File: src/rtl/antares_count_leading_pkg.sv
// Shared encodings for the Antares count-leading-zeros/ones unit:
// FSM states, operation codes and result width.
package antares_count_leading_pkg;

    typedef enum logic [1:0] {
        ST_IDLE = 2'd0,
        ST_SCAN = 2'd1,
        ST_DONE = 2'd2
    } clz_state_t;

    localparam logic CLZ_OP_CLZ = 1'b0;
    localparam logic CLZ_OP_CLO = 1'b1;

    localparam int CLZ_RESULT_W = 6;

endpackage

File: src/rtl/antares_clz_chunk_encoder.sv
// Combinational priority encoder: leading-zero count of one SCAN_WIDTH-bit chunk
// plus a nonzero flag. lz reads SCAN_WIDTH when the chunk is all zero.
module antares_clz_chunk_encoder
    import antares_count_leading_pkg::*;
#(
    parameter int SCAN_WIDTH = 4
) (
    input  logic [SCAN_WIDTH-1:0]   chunk,
    output logic [CLZ_RESULT_W-1:0] lz,
    output logic                    nonzero
);

    // Walk LSB upward so the highest set bit is the last one to write lz.
    always_comb begin
        lz = CLZ_RESULT_W'(SCAN_WIDTH);
        for (int i = 0; i < SCAN_WIDTH; i++) begin
            if (chunk[i]) begin
                lz = CLZ_RESULT_W'(SCAN_WIDTH - 1 - i);
            end
        end
    end

    assign nonzero = |chunk;

endmodule

File: src/rtl/antares_count_leading.sv
// Multi-cycle CLZ/CLO unit with start/busy/done handshake and flush.
// Build option: ANTARES_CLZ_EARLY_EXIT_EN ends the scan on the first nonzero chunk.
//
//   state | meaning
//   IDLE  | waiting for clz_start; operand latched on start
//   SCAN  | one chunk of shreg examined per cycle
//   DONE  | clz_result valid, clz_done pulses, back to IDLE
module antares_count_leading
    import antares_count_leading_pkg::*;
#(
    parameter int SCAN_WIDTH = 4
) (
    input  logic        clk,
    input  logic        rst_n,
    input  logic        clz_start,
    input  logic        clz_op,
    input  logic [31:0] clz_input_data,
    input  logic        clz_flush,
    output logic        clz_busy,
    output logic        clz_done,
    output logic [31:0] clz_result
);

    localparam int ITERS  = 32 / SCAN_WIDTH;
    localparam int ITER_W = $clog2(ITERS);
    localparam logic [ITER_W-1:0]       LAST_ITER = ITER_W'(ITERS - 1);
    localparam logic [CLZ_RESULT_W-1:0] CHUNK_CNT = CLZ_RESULT_W'(SCAN_WIDTH);

    clz_state_t              state_q, state_d;
    logic [31:0]             shreg_q, shreg_d;
    logic [CLZ_RESULT_W-1:0] count_q, count_d;
    logic [ITER_W-1:0]       iter_q, iter_d;
    logic                    found_q, found_d;
    logic [31:0]             result_q;

    logic [CLZ_RESULT_W-1:0] chunk_lz;
    logic                    chunk_nz;
    logic                    early_exit;

    antares_clz_chunk_encoder #(
        .SCAN_WIDTH (SCAN_WIDTH)
    ) u_chunk_encoder (
        .chunk   (shreg_q[31 -: SCAN_WIDTH]),
        .lz      (chunk_lz),
        .nonzero (chunk_nz)
    );

    always_comb begin
        state_d    = state_q;
        shreg_d    = shreg_q;
        count_d    = count_q;
        iter_d     = iter_q;
        found_d    = found_q;
`ifdef ANTARES_CLZ_EARLY_EXIT_EN
        early_exit = !found_q && chunk_nz;
`else
        early_exit = 1'b0;
`endif
        case (state_q)
            ST_IDLE: begin
                if (clz_start) begin
                    // CLO is CLZ of the inverted operand
                    shreg_d = (clz_op == CLZ_OP_CLO) ? ~clz_input_data : clz_input_data;
                    count_d = '0;
                    iter_d  = '0;
                    found_d = 1'b0;
                    state_d = ST_SCAN;
                end
            end
            ST_SCAN: begin
                if (!found_q) begin
                    if (chunk_nz) begin
                        count_d = count_q + chunk_lz;
                        found_d = 1'b1;
                    end else begin
                        count_d = count_q + CHUNK_CNT;
                        shreg_d = shreg_q << SCAN_WIDTH;
                    end
                end
                if (iter_q == LAST_ITER || early_exit) begin
                    state_d = ST_DONE;
                end else begin
                    iter_d = iter_q + 1'b1;
                end
            end
            ST_DONE: state_d = ST_IDLE;
            default: state_d = ST_IDLE;
        endcase
        if (clz_flush) begin
            state_d = ST_IDLE;
        end
    end

    always_ff @(posedge clk or negedge rst_n) begin
        if (!rst_n) begin
            state_q  <= ST_IDLE;
            shreg_q  <= '0;
            count_q  <= '0;
            iter_q   <= '0;
            found_q  <= 1'b0;
            result_q <= '0;
        end else begin
            state_q <= state_d;
            shreg_q <= shreg_d;
            count_q <= count_d;
            iter_q  <= iter_d;
            found_q <= found_d;
            // Loaded on DONE entry so the result is valid alongside the done pulse;
            // a flush forces state_d to IDLE and therefore never updates it.
            if (state_q == ST_SCAN && state_d == ST_DONE) begin
                result_q <= {{(32 - CLZ_RESULT_W){1'b0}}, count_d};
            end
        end
    end

    assign clz_busy   = (state_q != ST_IDLE);
    assign clz_done   = (state_q == ST_DONE);
    assign clz_result = result_q;

endmodule
File: config.mk
export PLATFORM = sky130hd
export DESIGN_NAME = antares_count_leading
export DESIGN_NICKNAME = d
export VERILOG_FILES = /design/src/rtl/antares_count_leading_pkg.sv /design/src/rtl/antares_clz_chunk_encoder.sv /design/src/rtl/antares_count_leading.sv
export SDC_FILE = /design/constraint.sdc
export NUM_CORES = 1
export LEC_CHECK = 0
export CAP_MARGIN = 20
export CORE_UTILIZATION = 45
export CTS_CLUSTER_DIAMETER = 50
export DETAILED_ROUTE_END_ITERATION = 6
export GPL_TIMING_DRIVEN = 0
export HOLD_SLACK_MARGIN = 0.1
export PLACE_DENSITY = 0.71
export SKIP_LAST_GASP = 1
export SLEW_MARGIN = 15
export SYNTH_ARGS = -nofsm -noshare
export SYNTH_HDL_FRONTEND = slang
export SYNTH_SLANG_ARGS = --single-unit
File: constraint.sdc
create_clock -name clk -period 3.3 [get_ports clk]
set_clock_uncertainty 0.05 [all_clocks]
set_input_delay 0.33 -clock clk [delete_from_list [all_inputs] [get_ports clk]]
set_output_delay 0.33 -clock clk [all_outputs]
set_load 0.01 [all_outputs]
==> summary.json <==
{
  "cells_and_area": {
    "post-route-cell-area_um2": 3800,
    "postLayoutCoreUtil_pct": 59.2,
    "drive_above_1_share_pct": 20.3,
    "nNetsFinal": 422,
    "n_antenna_cell": 0,
    "area_growth_pct": 26.2
  },
  "setup_path": {
    "timing.reg2reg.setup_slack_ns": 0.81,
    "slowest_cell_on_crit_path": "or4_1",
    "ff2ff_path_depth": 8,
    "critical_path.n_buffers_inverters": 2,
    "critical_path_arrival_ns": 2.64,
    "timing.critical_path.to": "clz_result[3]",
    "worst_path_dominant_cell_family": "simple AND/OR/NAND/NOR gates",
    "worst_r2r_end": "clz_result[3]",
    "startpoint": "shreg_q[28]",
    "critical_path.cell_chain": "or4_1 -> buf_2 -> inv_4 -> ha_1 -> a21oi_1 -> a2111oi_0 -> nor3_1 -> mux2_2",
    "cp_startpoint_kind": "register",
    "critical_path.max_fanout": 8,
    "worst-endpoint-required_ns": 3.45,
    "slowest_delay_ns": 0.49,
    "critPathCaptureType": "register",
    "setup.worst_path.class": "reg -> reg",
    "worstSetupPathDepth": 8,
    "timing.rr.start": "shreg_q[28]"
  },
  "clock_tree": {
    "root_buffer": "clkbuf_8",
    "postCtsSetupBuffers": 0,
    "clk_transition_reported_paths_ns": 0.09,
    "worst_skew_pair.late_latency_ns": 0.30,
    "cts_htree_levels": 2,
    "cts_max_path_buffers": 2,
    "clock_sink_count": 50,
    "tritoncts_clock_tree": "yes",
    "cts_inserted_buffers": 5
  },
  "sta": {
    "timing.final.setup_violations": 0,
    "timing.setup.tns_ns": 0,
    "period_share_pct": 75.4,
    "maxSlewViolCount": 0,
    "finalHoldViolCount": 0,
    "worst_slew_margin_rel_pct": 50.6,
    "clock.fmax_mhz": 402,
    "rsz0062_at_grt": "no",
    "tightestPinTransition_ns": 0.741,
    "period_minus_slack_ns": 2.49,
    "fin_worst_hold_slack_ns": 0.433
  },
  "global_routing": {
    "grt_remaining_overflow": 0,
    "grt_first_pass_wirelength_um": 10100,
    "first_global_vias": 2221,
    "grt_start_max_net_pins": 35,
    "antenna_violations_before_repair": 0,
    "grt_use_total_pct": 17.7
  },
  "yosys": {
    "mapped_cells": 301,
    "synth_seq_cells": 50,
    "ys_types": 39,
    "post_synth_top_flop": "dfrtp_1",
    "async_flop_share_pct": 100,
    "synth_most_common_cell": "dfrtp_1",
    "synth-edff-count": 0,
    "synth.avg_cell_area_um2": 10.0,
    "synth_largest_type_area_fraction_pct": 41.5,
    "synth.top_cells.by_count": "dfrtp_1 (50), nand2_1 (35), xnor2_1 (33)",
    "area_contributors_post_synth": "dfrtp_1 (42%), mux2_2 (12%), xnor2_1 (9.6%), buf_4 (6.7%), o21ai_0 (4.6%)",
    "ys_warn_count": 0,
    "syn_area_um2": 3010,
    "yosysSeqAreaShare_pct": 41.5,
    "synth.largest_area_cell": "dfrtp_1"
  },
  "floorplan": {
    "area_inside_the_core_boundary_um2": 6420,
    "core.rowCount": 29,
    "initial_core_util_pct": 46.9,
    "dieWidth_um": 83.8,
    "floorplan.io_pins": 71,
    "floorplan.die.height_um": 83.8,
    "fp.dieArea_um2": 7030
  },
  "worst_hold_path": {
    "hold_path_class": "in -> async"
  },
  "power": {
    "powerDensity_nw_per_um2": 512,
    "ir_worst_vdd_uv": 194,
    "total_leakage_power_nw": 1.71
  },
  "routing": {
    "met1_layer_wirelength_in_the_final_routing_um": 2610,
    "drt_first_iter_violations": 115,
    "met2WireLength_um": 2800,
    "post_route_drc": 14,
    "met3RoutedLength_um": 268,
    "drt_pass1_iterations": 7,
    "highest_signal_layer": "met4",
    "postRouteAntennaNets": 0,
    "vias": 2274,
    "drt_wl_total_um": 5760,
    "avgViaCountPerCell": 4.99,
    "routedWlPerCell_um": 12.6
  },
  "placed_design": {
    "hpwlAfterDp_um": 4360,
    "place.gp.congestion": 0.817,
    "placed_area_um2": 3650,
    "numPortBuffers": 43
  },
  "run": {
    "maxCapViolations": 0
  },
  "run_status": {
    "run_status": "finished, violations left",
    "violations": "DRC"
  }
}
worst min-delay path by stage:
stage,start,to,slack [ns],depth (start not counted)
after detailed placement,rst_n,clz_result[0],0.24,1
after CTS,rst_n,count_q[4],0.44,2
after floorplan,rst_n,clz_result[0],-0.02,0
final,rst_n,count_q[4],0.43,2
after global placement,shreg_q[2],shreg_q[2],0.42,1
after global routing,rst_n,count_q[4],0.47,2
area by class of cell:
type,instances,area [um2]
Clock buffer,6,82.6
Buffer,43,289
Tap cell,77,96.3
Inverter,4,17.5
Clock inverter,2,60.1
Multi-Input combinational cell,229,1550
Fill cell,574,2620
Sequential cell,50,1250
Timing Repair Buffer,45,455
cells in the final DEF (no fill, tap or decap), types with 3 or more instances in the layout:
master,count
clkbuf_8,6
nand3_1,4
conb_1,26
o211ai_1,3
nand2b_1,3
nor2b_1,3
xnor2_1,33
a21oi_1,6
dfrtp_1,50
nor3_1,3
mux2_2,31
nand2_1,35
a21o_1,3
buf_2,4
nor2_1,17
ha_1,6
o21ai_0,28
buf_4,27
inv_1,3
a31oi_1,3
clkdlybuf4s50_1,42
a22o_1,4
buf_6,3
clkbuf_1,10
state kept, by name, indices dropped and copies added, names as in the netlist:
name	flops
iter_q	3
count_q	6
state_q	2
found_q	1
clz_result	6
shreg_q	32
through the flow:
stage          power, mW  setup WS (ns)  std cells
3_3_place_gp        1.40          0.380        446
2_1_floorplan       1.25          0.991        326
5_1_grt             2.07          0.556        456
3_5_place_dp        1.43          0.818        447
6_report            1.95          0.810        456
4_1_cts             1.96          0.803        456
routing by layer:
layer / vias to the layer above / global-route usage (%)
met3: 7 / 3.36
met1: 1084 / 22.6
met2: 64 / 31.0
met5: - / 0
li1: 1119 / -
met4: 0 / 4.23
power breakdown:
part / leakage (nW) / total (mW) / internal [mW] / switching (mW)
logic: 1.01 / 0.560 / 0.303 / 0.258
registers: 0.628 / 0.853 / 0.757 / 0.0961
clock network: 0.0714 / 0.532 / 0.323 / 0.208
total: 1.71 / 1.95 / 1.38 / 0.562
worst reg2reg max path, stage by stage (launching register included):
cell and delay (ns):
dfrtp_1 0.42, or4_1 0.49, buf_2 0.18, inv_4 0.11, ha_1 0.22, a21oi_1 0.10
a2111oi_0 0.39, nor3_1 0.15, mux2_2 0.28
cell families after synthesis:
family	Yosys count	share of synthesized area [%]
buf+inv	47	10.2
fa+ha+maj	7	3.15
xor+xnor	33	9.59
other cells	1	0.124
simple gates	76	12.0
flops	50	41.5
compound gates	53	10.8
mux	34	12.7
what timing repair did:
item,4_1_cts,5_1_grt
gates resized for setup,0,0
hold endpoints to repair,16,0
hold buffers,1,0
No activity file was read; power rests on OpenSTA's default activity.
